`config.mk`:
```
export PLATFORM = sky130hd
export DESIGN_NAME = seg7_scan_driver
export DESIGN_NICKNAME = d
export VERILOG_FILES = /design/src/rtl/seg7_pkg.sv /design/src/rtl/seg7_hex_decoder.sv /design/src/rtl/seg7_scan_driver.sv
export SDC_FILE = /design/constraint.sdc
export NUM_CORES = 1
export LEC_CHECK = 0
export BUFFER_PORTS_ARGS = -buffer_cell sky130_fd_sc_hd__buf_2
export CORE_MARGIN = 2
export CORE_UTILIZATION = 57
export CTS_CLUSTER_SIZE = 24
export DETAILED_ROUTE_END_ITERATION = 10
export HOLD_SLACK_MARGIN = 0.12
export PLACE_DENSITY = 0.79
export SLEW_MARGIN = 20
export SYNTH_ARGS = -nofsm -noshare
export SYNTH_HDL_FRONTEND = slang
export SYNTH_SLANG_ARGS = --single-unit
```
`constraint.sdc`:
```
create_clock -name clk -period 2.7 [get_ports clk]
set_clock_uncertainty 0.05 [all_clocks]
set_input_delay 0.54 -clock clk [delete_from_list [all_inputs] [get_ports clk]]
set_output_delay 0.54 -clock clk [all_outputs]
set_load 0.005 [all_outputs]
```
`src/rtl/seg7_pkg.sv`:
```
// rtl/seg7_pkg.sv - shared seven-segment types and hex glyph constants
package seg7_pkg;

  // Active-low cathode pattern, bit order {g,f,e,d,c,b,a}
  typedef logic [6:0] seg7_t;

  localparam seg7_t SEG7_BLANK = 7'h7F;

  localparam seg7_t SEG7_HEX_0 = 7'h40;
  localparam seg7_t SEG7_HEX_1 = 7'h79;
  localparam seg7_t SEG7_HEX_2 = 7'h24;
  localparam seg7_t SEG7_HEX_3 = 7'h30;
  localparam seg7_t SEG7_HEX_4 = 7'h19;
  localparam seg7_t SEG7_HEX_5 = 7'h12;
  localparam seg7_t SEG7_HEX_6 = 7'h02;
  localparam seg7_t SEG7_HEX_7 = 7'h78;
  localparam seg7_t SEG7_HEX_8 = 7'h00;
  localparam seg7_t SEG7_HEX_9 = 7'h18;
  localparam seg7_t SEG7_HEX_A = 7'h08;
  localparam seg7_t SEG7_HEX_B = 7'h03;
  localparam seg7_t SEG7_HEX_C = 7'h46;
  localparam seg7_t SEG7_HEX_D = 7'h21;
  localparam seg7_t SEG7_HEX_E = 7'h06;
  localparam seg7_t SEG7_HEX_F = 7'h0E;

endpackage

```
`src/rtl/seg7_hex_decoder.sv`:
```
// rtl/seg7_hex_decoder.sv - combinational hex nibble to active-low segment glyph
module seg7_hex_decoder
  import seg7_pkg::*;
(
  input  logic [3:0] nibble_i,
  output seg7_t      seg_n_o
);

  always_comb begin
    seg_n_o = SEG7_BLANK;
    case (nibble_i)
      4'h0: seg_n_o = SEG7_HEX_0;
      4'h1: seg_n_o = SEG7_HEX_1;
      4'h2: seg_n_o = SEG7_HEX_2;
      4'h3: seg_n_o = SEG7_HEX_3;
      4'h4: seg_n_o = SEG7_HEX_4;
      4'h5: seg_n_o = SEG7_HEX_5;
      4'h6: seg_n_o = SEG7_HEX_6;
      4'h7: seg_n_o = SEG7_HEX_7;
      4'h8: seg_n_o = SEG7_HEX_8;
      4'h9: seg_n_o = SEG7_HEX_9;
      4'hA: seg_n_o = SEG7_HEX_A;
      4'hB: seg_n_o = SEG7_HEX_B;
      4'hC: seg_n_o = SEG7_HEX_C;
      4'hD: seg_n_o = SEG7_HEX_D;
      4'hE: seg_n_o = SEG7_HEX_E;
      default: seg_n_o = SEG7_HEX_F;
    endcase
  end

endmodule

```
`src/rtl/seg7_scan_driver.sv`:
```
// rtl/seg7_scan_driver.sv - anode-scanned multi-digit hex display with frame-synchronous double buffer
module seg7_scan_driver
  import seg7_pkg::*;
#(
  parameter int DIGITS       = 4,
  parameter int REFRESH_DIV  = 12500,
  parameter int BLANK_CYCLES = 16
) (
  input  logic                  clk,
  input  logic                  reset_n,
  input  logic                  enable,
  input  logic [4*DIGITS-1:0]   value,
  input  logic [DIGITS-1:0]     dp_in,
  input  logic                  blank_lz,
  input  logic                  load,
  output seg7_t                 seg_n,
  output logic                  dp_n,
  output logic [DIGITS-1:0]     an_n,
  output logic                  frame_done
);

  localparam int CW = $clog2(REFRESH_DIV);
  localparam int DW = (DIGITS > 1) ? $clog2(DIGITS) : 1;
  localparam logic [CW-1:0] CNT_LAST  = CW'(REFRESH_DIV - 1);
  localparam logic [CW-1:0] CNT_BLANK = CW'(BLANK_CYCLES);
  localparam logic [DW-1:0] DIG_LAST  = DW'(DIGITS - 1);

  logic [CW-1:0]       cnt_q, cnt_d;
  logic [DW-1:0]       dig_q, dig_d;
  logic [4*DIGITS-1:0] shadow_q, shadow_d, active_q, active_d;
  logic                pending_q, pending_d;
  seg7_t               seg_q, seg_d;
  logic                dp_q, dp_d;
  logic [DIGITS-1:0]   an_q, an_d;
  logic                frame_q, frame_d;

  logic                term, wrap, acc;
  logic [DIGITS-1:0]   zero_from;
  logic [3:0]          nibble;
  seg7_t               glyph;

  assign nibble = active_q[{dig_q, 2'b00} +: 4];

  seg7_hex_decoder u_dec (
    .nibble_i (nibble),
    .seg_n_o  (glyph)
  );

  // zero_from[i]: every active nibble from i up to the most significant is zero
  always_comb begin
    zero_from = '0;
    acc       = 1'b1;
    for (int i = DIGITS - 1; i >= 0; i--) begin
      acc          = acc & (active_q[4*i +: 4] == 4'h0);
      zero_from[i] = acc;
    end
  end

  always_comb begin
    cnt_d     = cnt_q;
    dig_d     = dig_q;
    shadow_d  = shadow_q;
    active_d  = active_q;
    pending_d = pending_q;
    an_d      = '1;
    seg_d     = SEG7_BLANK;
    dp_d      = 1'b1;
    term      = enable && (cnt_q == CNT_LAST);
    wrap      = term && (dig_q == DIG_LAST);
    frame_d   = wrap;

    if (!enable) begin
      cnt_d = '0;
      dig_d = '0;
    end else if (term) begin
      cnt_d = '0;
      dig_d = (dig_q == DIG_LAST) ? '0 : dig_q + 1'b1;
    end else begin
      cnt_d = cnt_q + 1'b1;
    end

    if (load) begin
      shadow_d  = value;
      pending_d = 1'b1;
    end
    // A load on the wrap edge bypasses the shadow so it is not delayed a frame
    if (wrap) begin
      pending_d = 1'b0;
      if (load)           active_d = value;
      else if (pending_q) active_d = shadow_q;
    end

    if (enable) begin
      if (cnt_q >= CNT_BLANK) an_d = ~(DIGITS'(1) << dig_q);
      seg_d = (blank_lz && (dig_q != '0) && zero_from[dig_q]) ? SEG7_BLANK : glyph;
      dp_d  = ~dp_in[dig_q];
    end
  end

  always_ff @(posedge clk or negedge reset_n) begin
    if (!reset_n) begin
      cnt_q     <= '0;
      dig_q     <= '0;
      shadow_q  <= '0;
      active_q  <= '0;
      pending_q <= 1'b0;
      seg_q     <= SEG7_BLANK;
      dp_q      <= 1'b1;
      an_q      <= '1;
      frame_q   <= 1'b0;
    end else begin
      cnt_q     <= cnt_d;
      dig_q     <= dig_d;
      shadow_q  <= shadow_d;
      active_q  <= active_d;
      pending_q <= pending_d;
      seg_q     <= seg_d;
      dp_q      <= dp_d;
      an_q      <= an_d;
      frame_q   <= frame_d;
    end
  end

  assign seg_n      = seg_q;
  assign dp_n       = dp_q;
  assign an_n       = an_q;
  assign frame_done = frame_q;

endmodule

```
==> run metrics <==
detailed-route wire length roughly 5400 um; DP HPWL approximately 3800 um; hold_buf cts 0; die span in x between 70 and 80 um; GR Util All Layers 21.70%; Crit Path Category register to register; input/output buffers 37; CP max stage cell or4_4; HP Class primary input to async pin; Root Buffer clkbuf_8; synthesis-to-layout area growth 15.99%; Yosys top cell area share between 40 and 50%; register area share after synthesis 53.10%; Num CTS Buffers 9; total negative setup slack 0 ps; Synth Instances 228; CTS Buffer Depth 2; Final Cell Area 3422 um2; post-cts sizing count 0; Via Count 1878; DRC Markers 0; Ant. Diodes 0; asr flop ratio synth between 90% and 100%; nets@finish 308; Placer Congestion between 0.8 and 0.9; worst-path fanout max 16; placed inst area about 3200 um2; Core Box Area 5042 um2; mean area per synthesized cell 12.94 um2; number of synthesized flops with an enable pin 0; postcts setup bufs 0; largest area contributor in the netlist dfrtp_1; top post-synthesis cells by area dfrtp_1 42%, dfstp_2 11%, mux2_2 8.4%, mux2_4 5.1%, ha_1 4.7%; share of layout cells above drive strength 1 41.16%; Ports 38; drt wl/cell about 16 um; worst skew pair latency 340 ps; pin count of the biggest net entering global routing 34; clock transition at the registers of the reported paths approximately 70 ps; Final ANT Viol Nets 0; P per Cell Area 572.3 nW/um2; Placed Cells between 300 and 400; Max IR drop VDD 0.3550 mV; violation count after the first detailed-route iteration ~60; Seq cells post-synth 62; DRT Pass-1 Iters 4; max-cap viol count 0; Starting Density about three fifths; Worst Setup Start Kind register; Arrival @ worst endpoint approximately 2400 ps; clock sinks 62; most numerous cell in the Yosys netlist dfrtp_1; htree depth 3; synthesized cell area 2950 um2; worst-path cell chain or4_4 -> nor4_4 -> and4b_1 -> buf_12 -> mux2_2; number of fill cells 370; TritonCTS clock tree yes; FF+latch area 1567 um2; vias in the first global route 1995; total grt overflow 0; top_reg_cell synth dfrtp_1; final instance count without filler cells between 300 and 400; Cell Rows 26; final max-slew violation count 0; status complete, no violations; initial antenna violation count 0; Die ar. a little under 6000 um2; Setup-failing EPs final 0; Yosys warning total 0; final hold vios 0; Via-to-Cell Ratio 5.412; Crit. End Element register; Final Critical Period 2231 ps; Worst Max-Slew Pin Slew between 600 and 700 ps; synth cell count leaders 50 x dfrtp_1, 22 x mux2_2, 22 x nor2_1, 12 x dfstp_2, 12 x nand2_1; multi-input combinational cell area between 1000 and 1500 um2; post-route clock period utilization between 80% and 90%; DIE HEIGHT roughly 76 um; CP peak stage delay roughly 570 ps; Crit path required time 2870 ps; Syn Nets 264; first-pass GRT wire length 9618 um; Leak Pwr 0.001522 uW; Slew headroom a little over half; RSZ-0062 raised after global routing no; synth unique cells 40; FMAX 448.3 MHz
==> kinds of logic after synthesis <==
family          after synthesis  synth area share, %
simple gates                 66                11.75
flops                        62                53.10
mux                          41                18.66
buf+inv                      19                4.071
compound gates               17                4.199
xor+xnor                     12                3.562
fa+ha+maj                    11                4.665
==> report_power, final <==
group | internal, uW | switching (uW) | total (uW)
Combinational | 49.9 | 56.4 | 106
Sequential | 966 | 11.4 | 977
Clock | 524 | 351 | 875
==> state kept, by name, indices dropped and copies added, names as in the netlist <==
signal	flops
active_q	16
an_n	4
cnt_q	14
dig_q	2
dp_n	1
frame_done	1
pending_q	1
seg_n	7
shadow_q	16
==> path summary, 6_finish.rpt <==
path / start / to / slack [ps] / cells after the start
min in group clk: enable / dp_n / 390 / 2
worst max-delay path: cnt_q[10] / active_q[0] / 470 / 5
worst max register to register: cnt_q[10] / active_q[0] / 470 / 5
worst min register to register: shadow_q[2] / shadow_q[2] / 450 / 1
max in group asynchronous: reset_n / seg_n[5] / 1730 / 2
worst min-delay path: reset_n / shadow_q[12] / 190 / 1
==> layer usage <==
metal / wire length (um) / up-vias / track usage [%]
met5: 0 / - / 0
met4: 100 / 0 / 10.91
met3: 217 / 11 / 5.476
met2: 2701 / 45 / 34.82
met1: 2415 / 931 / 27.61
li1: - / 891 / -
==> cells in the final DEF, fill, tap and decap left out, types with 2 or more instances in the layout <==
cell type	n
a21oi_1	5
and3_2	3
buf_12	2
buf_2	37
buf_4	3
clkbuf_8	13
clkinv_2	2
dfrtp_1	50
dfstp_2	12
ha_1	11
inv_1	10
mux2_2	22
mux2_4	10
mux2i_1	4
mux4_2	5
nand2_1	12
nand2b_1	4
nand3_1	6
nand4_1	3
nor2_1	22
nor2b_1	3
nor3_1	3
nor4_1	3
o221ai_1	4
xnor2_1	5
xor2_1	7
==> metrics by stage <==
stage	hold slack [ps]	util (%)	worst slack (ps)	power, uW
final	190.8	67.87	469.3	1958
after global routing	230.4	67.87	299.1	2034
after CTS	212.0	67.87	474.3	1972
after detailed placement	438.3	63.52	484.9	1102
after global placement	414.9	63.52	521.8	1097
after floorplan	194.4	-	434.3	1045
==> critical path: cells and delay by family (launching register included) <==
kind | cells | cell delay [ps]
DFF | 1 | 410
muxes | 1 | 350
buffers and inverters | 1 | 180
and+or+nand+nor | 3 | 1120
==> area by class of cell <==
cell class	instances	share of cell area (%)
clock inverter	3	1.170
tap	70	2.559
multi-input combinational	147	36.93
sequential	62	45.78
inverter	10	1.097
timing repair buffer	42	7.240
clock buffer	13	5.229
No activity file was read; power rests on OpenSTA's default activity.
